$ cat src/rtl/decade_clock_scheduler.sv
// decade_clock_scheduler
// One 8-digit BCD prescaler chain on the 100 MHz board clock drives a
// registered square-wave enable (clk_out) at a runtime-selected decade rate,
// 10 MHz (code 0) down to 1 Hz (code 7). Rate requests use a valid/ready
// handshake and are committed only at a phase boundary shared by the old and
// new rates, so clk_out never glitches.
// Optional feature macro: TICKS_OUT_EN adds tick[7:0], per-rate one-cycle strobes.
module decade_clock_scheduler #(
    parameter logic [2:0] RESET_SEL = 3'd5
) (
    input  logic       CLK100MHZ,
    input  logic       CPU_RESETN,
    input  logic [2:0] sel_req,
    input  logic       sel_valid,
    output logic       sel_ready,
    output logic [2:0] sel_cur,
    output logic       switch_done,
    output logic       clk_out
`ifdef TICKS_OUT_EN
    ,
    output logic [7:0] tick
`endif
);

    typedef enum logic [1:0] {
        IDLE,
        PEND,
        DONE
    } state_t;

    logic [3:0] digit_q [8];
    logic [3:0] digit_d [8];
    logic [8:0] carry;          // carry[k]: digit k advances on this edge
    logic [7:0] wrap;           // wrap[k]: next d0..dk are all zero (rate-k boundary)
    logic [2:0] span;           // slower of current and pending rate

    state_t     state_q, state_d;
    logic [2:0] pend_q, pend_d;
    logic [2:0] sel_cur_q, sel_cur_d;
    logic       switch_done_q, switch_done_d;
    logic       clk_out_q, clk_out_d;

    // Next value of the BCD chain: ripple the carry through digits sitting at 9.
    always_comb begin
        carry    = '0;
        carry[0] = 1'b1;
        for (int k = 0; k < 8; k++) begin
            digit_d[k]   = digit_q[k];
            carry[k + 1] = carry[k] && (digit_q[k] == 4'd9);
            if (carry[k]) begin
                digit_d[k] = (digit_q[k] == 4'd9) ? 4'd0 : digit_q[k] + 4'd1;
            end
        end
        wrap = carry[8:1];
    end

    // Handshake FSM and output phase: accept, wait for the shared boundary, commit.
    always_comb begin
        // NOTE: every output of this block gets a default before the case so no
        // path leaves a variable unassigned, which would infer a latch.
        state_d       = state_q;
        pend_d        = pend_q;
        sel_cur_d     = sel_cur_q;
        switch_done_d = 1'b0;
        clk_out_d     = (digit_d[sel_cur_q] >= 4'd5);
        span          = (pend_q > sel_cur_q) ? pend_q : sel_cur_q;
        case (state_q)
            IDLE: begin
                if (sel_valid) begin
                    pend_d = sel_req;
                    if (sel_req == sel_cur_q) begin
                        state_d       = DONE;
                        switch_done_d = 1'b1;
                    end else begin
                        state_d = PEND;
                    end
                end
            end
            PEND: begin
                // Boundary of the slower rate is a low point for both rates.
                if (wrap[span]) begin
                    sel_cur_d     = pend_q;
                    clk_out_d     = 1'b0;
                    switch_done_d = 1'b1;
                    state_d       = IDLE;
                end
            end
            DONE: begin
                state_d = IDLE;
            end
            default: begin
                state_d = IDLE;
            end
        endcase
    end

    // State registers; asynchronous reset also drops any pending request.
    always_ff @(posedge CLK100MHZ or negedge CPU_RESETN) begin
        if (!CPU_RESETN) begin
            // NOTE: the digit array is only eight 4-bit flops, not a RAM, so it
            // is reset like any other register to give a known phase.
            for (int k = 0; k < 8; k++) begin
                digit_q[k] <= 4'd0;
            end
            state_q       <= IDLE;
            pend_q        <= RESET_SEL;
            sel_cur_q     <= RESET_SEL;
            switch_done_q <= 1'b0;
            clk_out_q     <= 1'b0;
        end else begin
            // NOTE: non-blocking assignments so every register samples the
            // pre-edge values computed by the combinational blocks.
            for (int k = 0; k < 8; k++) begin
                digit_q[k] <= digit_d[k];
            end
            state_q       <= state_d;
            pend_q        <= pend_d;
            sel_cur_q     <= sel_cur_d;
            switch_done_q <= switch_done_d;
            clk_out_q     <= clk_out_d;
        end
    end

    assign sel_ready   = (state_q == IDLE);
    assign sel_cur     = sel_cur_q;
    assign switch_done = switch_done_q;
    assign clk_out     = clk_out_q;

`ifdef TICKS_OUT_EN
    logic [7:0] tick_q;

    // Per-rate strobes: tick[k] fires on the edge where d0..dk all roll to 0.
    always_ff @(posedge CLK100MHZ or negedge CPU_RESETN) begin
        if (!CPU_RESETN) begin
            tick_q <= '0;
        end else begin
            tick_q <= wrap;
        end
    end

    assign tick = tick_q;
`endif

endmodule

$ cat config.mk
export PLATFORM = sky130hd
export DESIGN_NAME = decade_clock_scheduler
export DESIGN_NICKNAME = d
export VERILOG_FILES = /design/src/rtl/decade_clock_scheduler.sv
export SDC_FILE = /design/constraint.sdc
export NUM_CORES = 1
export LEC_CHECK = 0
export ABC_CLOCK_PERIOD_IN_PS = 4400
export CORE_MARGIN = 2
export CORE_UTILIZATION = 45
export CTS_CLUSTER_DIAMETER = 150
export DETAILED_ROUTE_END_ITERATION = 6
export GPL_ROUTABILITY_DRIVEN = 0
export GPL_TIMING_DRIVEN = 0
export PLACE_DENSITY = 0.66
export RECOVER_POWER = 100
export SLEW_MARGIN = 0
export SYNTH_ARGS = -nofsm -noshare
export SYNTH_HDL_FRONTEND = slang
export SYNTH_SLANG_ARGS = --single-unit
$ cat constraint.sdc
create_clock -name CLK100MHZ -period 4.4 [get_ports CLK100MHZ]
set_input_delay 0.88 -clock CLK100MHZ [delete_from_list [all_inputs] [get_ports CLK100MHZ]]
set_output_delay 0.88 -clock CLK100MHZ [all_outputs]
set_load 0.02 [all_outputs]
==> results.cfg, run 1 <==
[clock_tree]
cts_setup_buffers = 0
clk_pin_slew_ps = 80
cts_tree = built
cts_resized = 0
htree_num_levels = 2
clock-sinks = 42
clk_latency_ps = 300
numCtsBuffers = 5
root_buffer = clkbuf_8
cts_hold_repair.buffers = 0
cts_max_path_buffers = 2

[timing]
relSlewSlack_pct = -0.0236
setup_slack_ps = 841
fin_crit_sh_pct = 80.9
period_minus_slack_ps = 3560
clock_skew_ps = 12.6
rsz0062_at_grt = no
tightest_slew_ps = 1500
slew_viol_final = 27
fmax_mhz = 281
fin_setup_tns_ps = 0
hold_viol_final = 0
setup_viol = 0

[die]
dieArea_um2 = 6780
die_h_um = 82.4
core.rowCount = 28
start_util_pct = 46.7
die_w_um = 82.4
core_area_um2 = 5920
io_pins = 12

[setup_path]
worstPathRequired_ps = 4580
crit_cells = 10
critPathKind = reg2reg
cp_num_buf_inv = 2
critPathMaxFanout = 8
cpPeakStageDelay_ps = 570
end_kind = register
start_kind = register
arrival_ps = 3740
r2r_cells = 10
cp_cell_sequence = clkbuf_1 -> inv_1 -> ha_1 -> nor2b_1 -> o211a_1 -> o21ai_0 -> and2_0 -> a21oi_1 -> o311ai_2 -> mux2_2
path_delay_family = compound AO/OA/AOI/OAI gates
slowest_stage = o311ai_2

[cells_and_area]
layout.nets = 315
final_common_cell = dfrtp_1
n_antenna_cell = 0
area.growth.synth_to_final_pct = 8.83
final_cell_mix = 38 x dfrtp_1, 24 x nand2_1, 20 x o21ai_0
drive_gt1_share_pct = 10.4

[drt]
via_per_inst = 5.86
drtAntennaViolNets = 0
dr.pass1.iters = 4
drt_iter0_markers = 142
drc_errors = 0
via_count = 2238
routedWlPerCell_um = 16.1
drt-total-wl_um = 6140

[power_and_ir_drop]
ir_drop_mv = 0.335
p_leak_nw = 1.20
p_sw_mw = 0.650
p_comb_share_pct = 50.2
swShare_pct = 39.9
intPower_mw = 0.980
p_per_area_nw_per_um2 = 542
seqPwrFrac_pct = 30.1
p_clk_share_pct = 19.7
power_mw = 1.63

[placed_design]
portBuffers = 11
dp_hpwl_um = 4480
dp_worst_setup_slack_ps = 908

[synthesis]
ys_seq_elements = 42
yosysSeqAreaShare_pct = 38.2
syn-num-nets = 296
synthFlopType = dfrtp_1
netlist_area_um2 = 2760
avgSynthCellArea_um2 = 9.63
ys.warnings.count = 0
netlist_instances = 287
ys_types = 69
async_flop_share_pct = 100
synth_edf_count = 0

[grt]
grtUsageTotal_pct = 19.2
grt_pass1_wl_um = 10100
grt_overflow = 0
grt_max_degree = 28
grt_antenna_before_repair = 0
grt_pass1_vias = 2094

[worst_hold_path]
whs_path_depth = 1
hold_class = reg2reg

[run]
drv_cap = 1

[status]
violations = max-capacitance violations, max-slew violations
status = complete, but fails checks
[power groups by stage]
stage | Sequential [mW] | Clock (mW) | Combinational [mW]
floorplan | 0.511 | 0 | 0.585
global placement | 0.497 | 0 | 0.810
detailed placement | 0.498 | 0 | 0.824
CTS | 0.491 | 0.329 | 0.828
global route | 0.497 | 0.345 | 0.892
finish | 0.490 | 0.321 | 0.819
[Yosys cell counts, drive strengths merged (4+ instances only)]
master | count | area (um2)
a21oi | 6 | 30.0
and4bb | 4 | 50.0
buf | 5 | 38.8
clkbuf | 7 | 27.5
dfrtp | 38 | 951
dfstp | 4 | 105
inv | 16 | 60.1
mux2 | 7 | 78.8
mux2i | 4 | 40.0
nand2 | 26 | 103
nand2b | 4 | 25.0
nand3 | 16 | 80.1
nand4 | 4 | 55.1
nand4b | 6 | 52.6
nor2 | 17 | 63.8
nor2b | 10 | 62.6
nor3 | 9 | 56.3
o211a | 4 | 40.0
o21ai | 20 | 100
xnor2 | 18 | 158
[per-layer routing]
metal | up-vias | global-route usage [%] | wire, um
li1 | 1095 | - | -
met5 | - | 0 | 0
met4 | 0 | 5.33 | 46
met3 | 4 | 3.37 | 203
met2 | 32 | 29.6 | 2800
met1 | 1107 | 27.6 | 3090
[worst paths after layout]
path	from	endpoint	slack (ps)
max	sel_cur[1]	sel_cur[1]	840
min	state_q[1]	state_q[0]	470
max reg2reg	sel_cur[1]	sel_cur[1]	840
min reg2reg	state_q[1]	state_q[0]	470
max in group asynchronous	CPU_RESETN	digit_q[11]	1870
min in group asynchronous	CPU_RESETN	digit_q[13]	650
[kinds of logic after synthesis]
kind of cell / share of synthesized area [%]
AOI/OAI and AO/OA: 17.0
xor gates and xnor gates: 5.70
adders and majority gates: 1.36
buffers and inverters: 4.57
DFF: 38.2
muxes: 5.25
and+or+nand+nor: 27.9
[per-stage QoR]
| step | hold WS, ps | instance area [um2] | std cells | util (%) |
|---|---|---|---|---|
| final | 474 | 3010 | 382 | 50.8 |
| after global placement | 454 | 2970 | 373 | 50.1 |
| after floorplan | 422 | 2760 | 287 | - |
| after CTS | 477 | 3100 | 382 | 52.3 |
| after detailed placement | 454 | 2980 | 374 | 50.4 |
| after global routing | 518 | 3010 | 382 | 50.8 |
[flip-flops by register name (all words and copies together), names as in the netlist]
| name | flops |
|---|---|
| switch_done | 1 |
| sel_cur | 3 |
| state_q | 2 |
| digit_q | 32 |
| pend_q | 3 |
| clk_out | 1 |
[layout make-up]
type	count	area [um2]
Buffer	12	51.3
Clock buffer	7	86.3
Clock inverter	1	30.0
Fill cell	554	2910
Inverter	16	60.1
Multi-Input combinational cell	217	1520
Sequential cell	42	1060
Tap cell	75	93.8
Timing Repair Buffer	12	108
Power figures use the tool's default switching activity.
==> run 2, diff against run 1 <==
Settings changed: ABC_CLOCK_PERIOD_IN_PS 4400 to 3450.
Clock period 4.4 ns to 3.45 ns, I/O delays scaled along.
==> run 2 against run 1 <==
Against the previous run: clock power rose by 27%; the run still ends with max-capacitance violations, max-slew violations left; critical path depth fell by 1; sequential cell count unchanged; global-route usage about the same; die area stayed put; non-clock buffer count is 1 lower; cell area grew 1.0%; count of clock-buffer cells in the layout stayed put; worst setup slack got worse by 630 ps; via count is essentially flat; power is 30% higher.
==> results.cfg, run 2 (synthesis gave the netlist of run 1 again) <==
[setup_path]
cp-startpoint = sel_cur[1]
arrival_ps = 3420
path_delay_family = compound AO/OA/AOI/OAI gates
start_kind = register
critPathMaxFanout = 9
cp_num_buf_inv = 1
worstPathRequired_ps = 3630
reg2reg_from = sel_cur[1]
cp_cell_sequence = inv_1 -> ha_1 -> nor2b_1 -> o211a_1 -> o21ai_0 -> and2_1 -> a21oi_1 -> o311ai_4 -> mux2_2
r2r_cells = 9
end_kind = register
critPathKind = reg2reg
cpPeakStageDelay_ps = 580
slowest_stage = dfrtp_1
r2r_slack_ps = 210
r2r_end = sel_cur[1]

[grt]
grtUsageTotal_pct = 19.2
grt_overflow = 0
grt_pass1_vias = 2099
grt_pass1_wl_um = 10100
grt_antenna_before_repair = 0
grt_max_degree = 28

[placed_design]
dp_hpwl_um = 4480
portBuffers = 11
dpl_cell_area_um2 = 2980
dp_worst_setup_slack_ps = -41.5

[clock_tree]
clk_latency_ps = 300
htree_num_levels = 2
cts_max_path_buffers = 2
root_buffer = clkbuf_8
cts_tree = built
numCtsBuffers = 5
clk_pin_slew_ps = 90
cts_setup_buffers = 0
clock-sinks = 42

[cells_and_area]
layout.nets = 314
utilization_pct = 51.3
drive_gt1_share_pct = 10.8
largest_reg_flops = 32
n_fill_cell = 551
multiInputGateArea_um2 = 1550
final_common_cell = dfrtp_1
regArea_um2 = 1060
regMostFlops = digit_q
finalInstanceArea_um2 = 3040
final_cell_mix = 38 x dfrtp_1, 24 x nand2_1, 18 x xnor2_1
n_antenna_cell = 0
area.growth.synth_to_final_pct = 9.96

[die]
dieArea_um2 = 6780
die_w_um = 82.4
die_h_um = 82.4
core.rowCount = 28
io_pins = 12
start_util_pct = 46.7
core_area_um2 = 5920

[timing]
hold_viol_final = 0
fmax_mhz = 309
clock_skew_ps = 11.7
setup_slack_ps = 209
tightest_slew_ps = 1500
setup_viol = 0
slew_viol_final = 27
relSlewSlack_pct = -0.0588
holdWs_ps = 465
fin_crit_sh_pct = 94.0
rsz0062_at_grt = no
period_minus_slack_ps = 3240

[drt]
drc_errors = 0
drt-total-wl_um = 6120
drtAntennaViolNets = 0
dr.pass1.iters = 4
via_per_inst = 5.88
drt_iter0_markers = 162
routedWlPerCell_um = 16.1
via_count = 2239

[power_and_ir_drop]
power_mw = 2.12
p_per_area_nw_per_um2 = 697
p_leak_nw = 1.21
ir_drop_mv = 0.432

[run]
drv_cap = 1

[status]
violations = max-capacitance violations, max-slew violations
status = complete, but fails checks

[worst_hold_path]
hold_class = in2async
[run 2: repair_timing]
item	in CTS	in global routing
setup endpoints to repair	2	2
gates resized for setup	1	0
hold buffers	0	0
cloned	0	0
pin swaps	0	0
[run 2: layer usage]
layer	part of all wire (%)	global-route usage, %	vias up
met3	3.4	3.37	4
met2	46	29.6	38
li1	-	-	1096
met5	0	0	-
met4	0.75	5.33	0
met1	50	27.7	1101
[run 2: how the worst max path moves through the flow]
stage	slack, ps	endpoint	cells after the start
2_1_floorplan	480	sel_cur[1]	10
3_3_place_gp	-50	sel_cur[1]	10
3_5_place_dp	-40	sel_cur[1]	10
4_1_cts	80	sel_cur[1]	10
5_1_grt	50	clk_out	8
6_report	210	sel_cur[1]	9
[run 2: layout make-up]
cell class	count	share of cell area, %
Timing Repair Buffer	12	3.54
Buffer	11	1.81
Inverter	16	1.98
Clock buffer	7	2.84
Sequential cell	42	34.7
Clock inverter	1	0.988
Tap cell	75	3.09
Multi-Input combinational cell	217	51.0
[run 2: through the flow]
step / setup TNS, ps / instances
detailed placement: -56.8 / 374
global placement: -63.4 / 373
global route: 0 / 381
finish: 0 / 381
CTS: 0 / 382
floorplan: 0 / 287
[run 2: power by group]
group	switching, mW	leakage, nW	internal [mW]	total (mW)
Sequential	0.0731	0.548	0.568	0.642
Clock	0.172	0.0585	0.236	0.408
Combinational	0.605	0.601	0.462	1.07
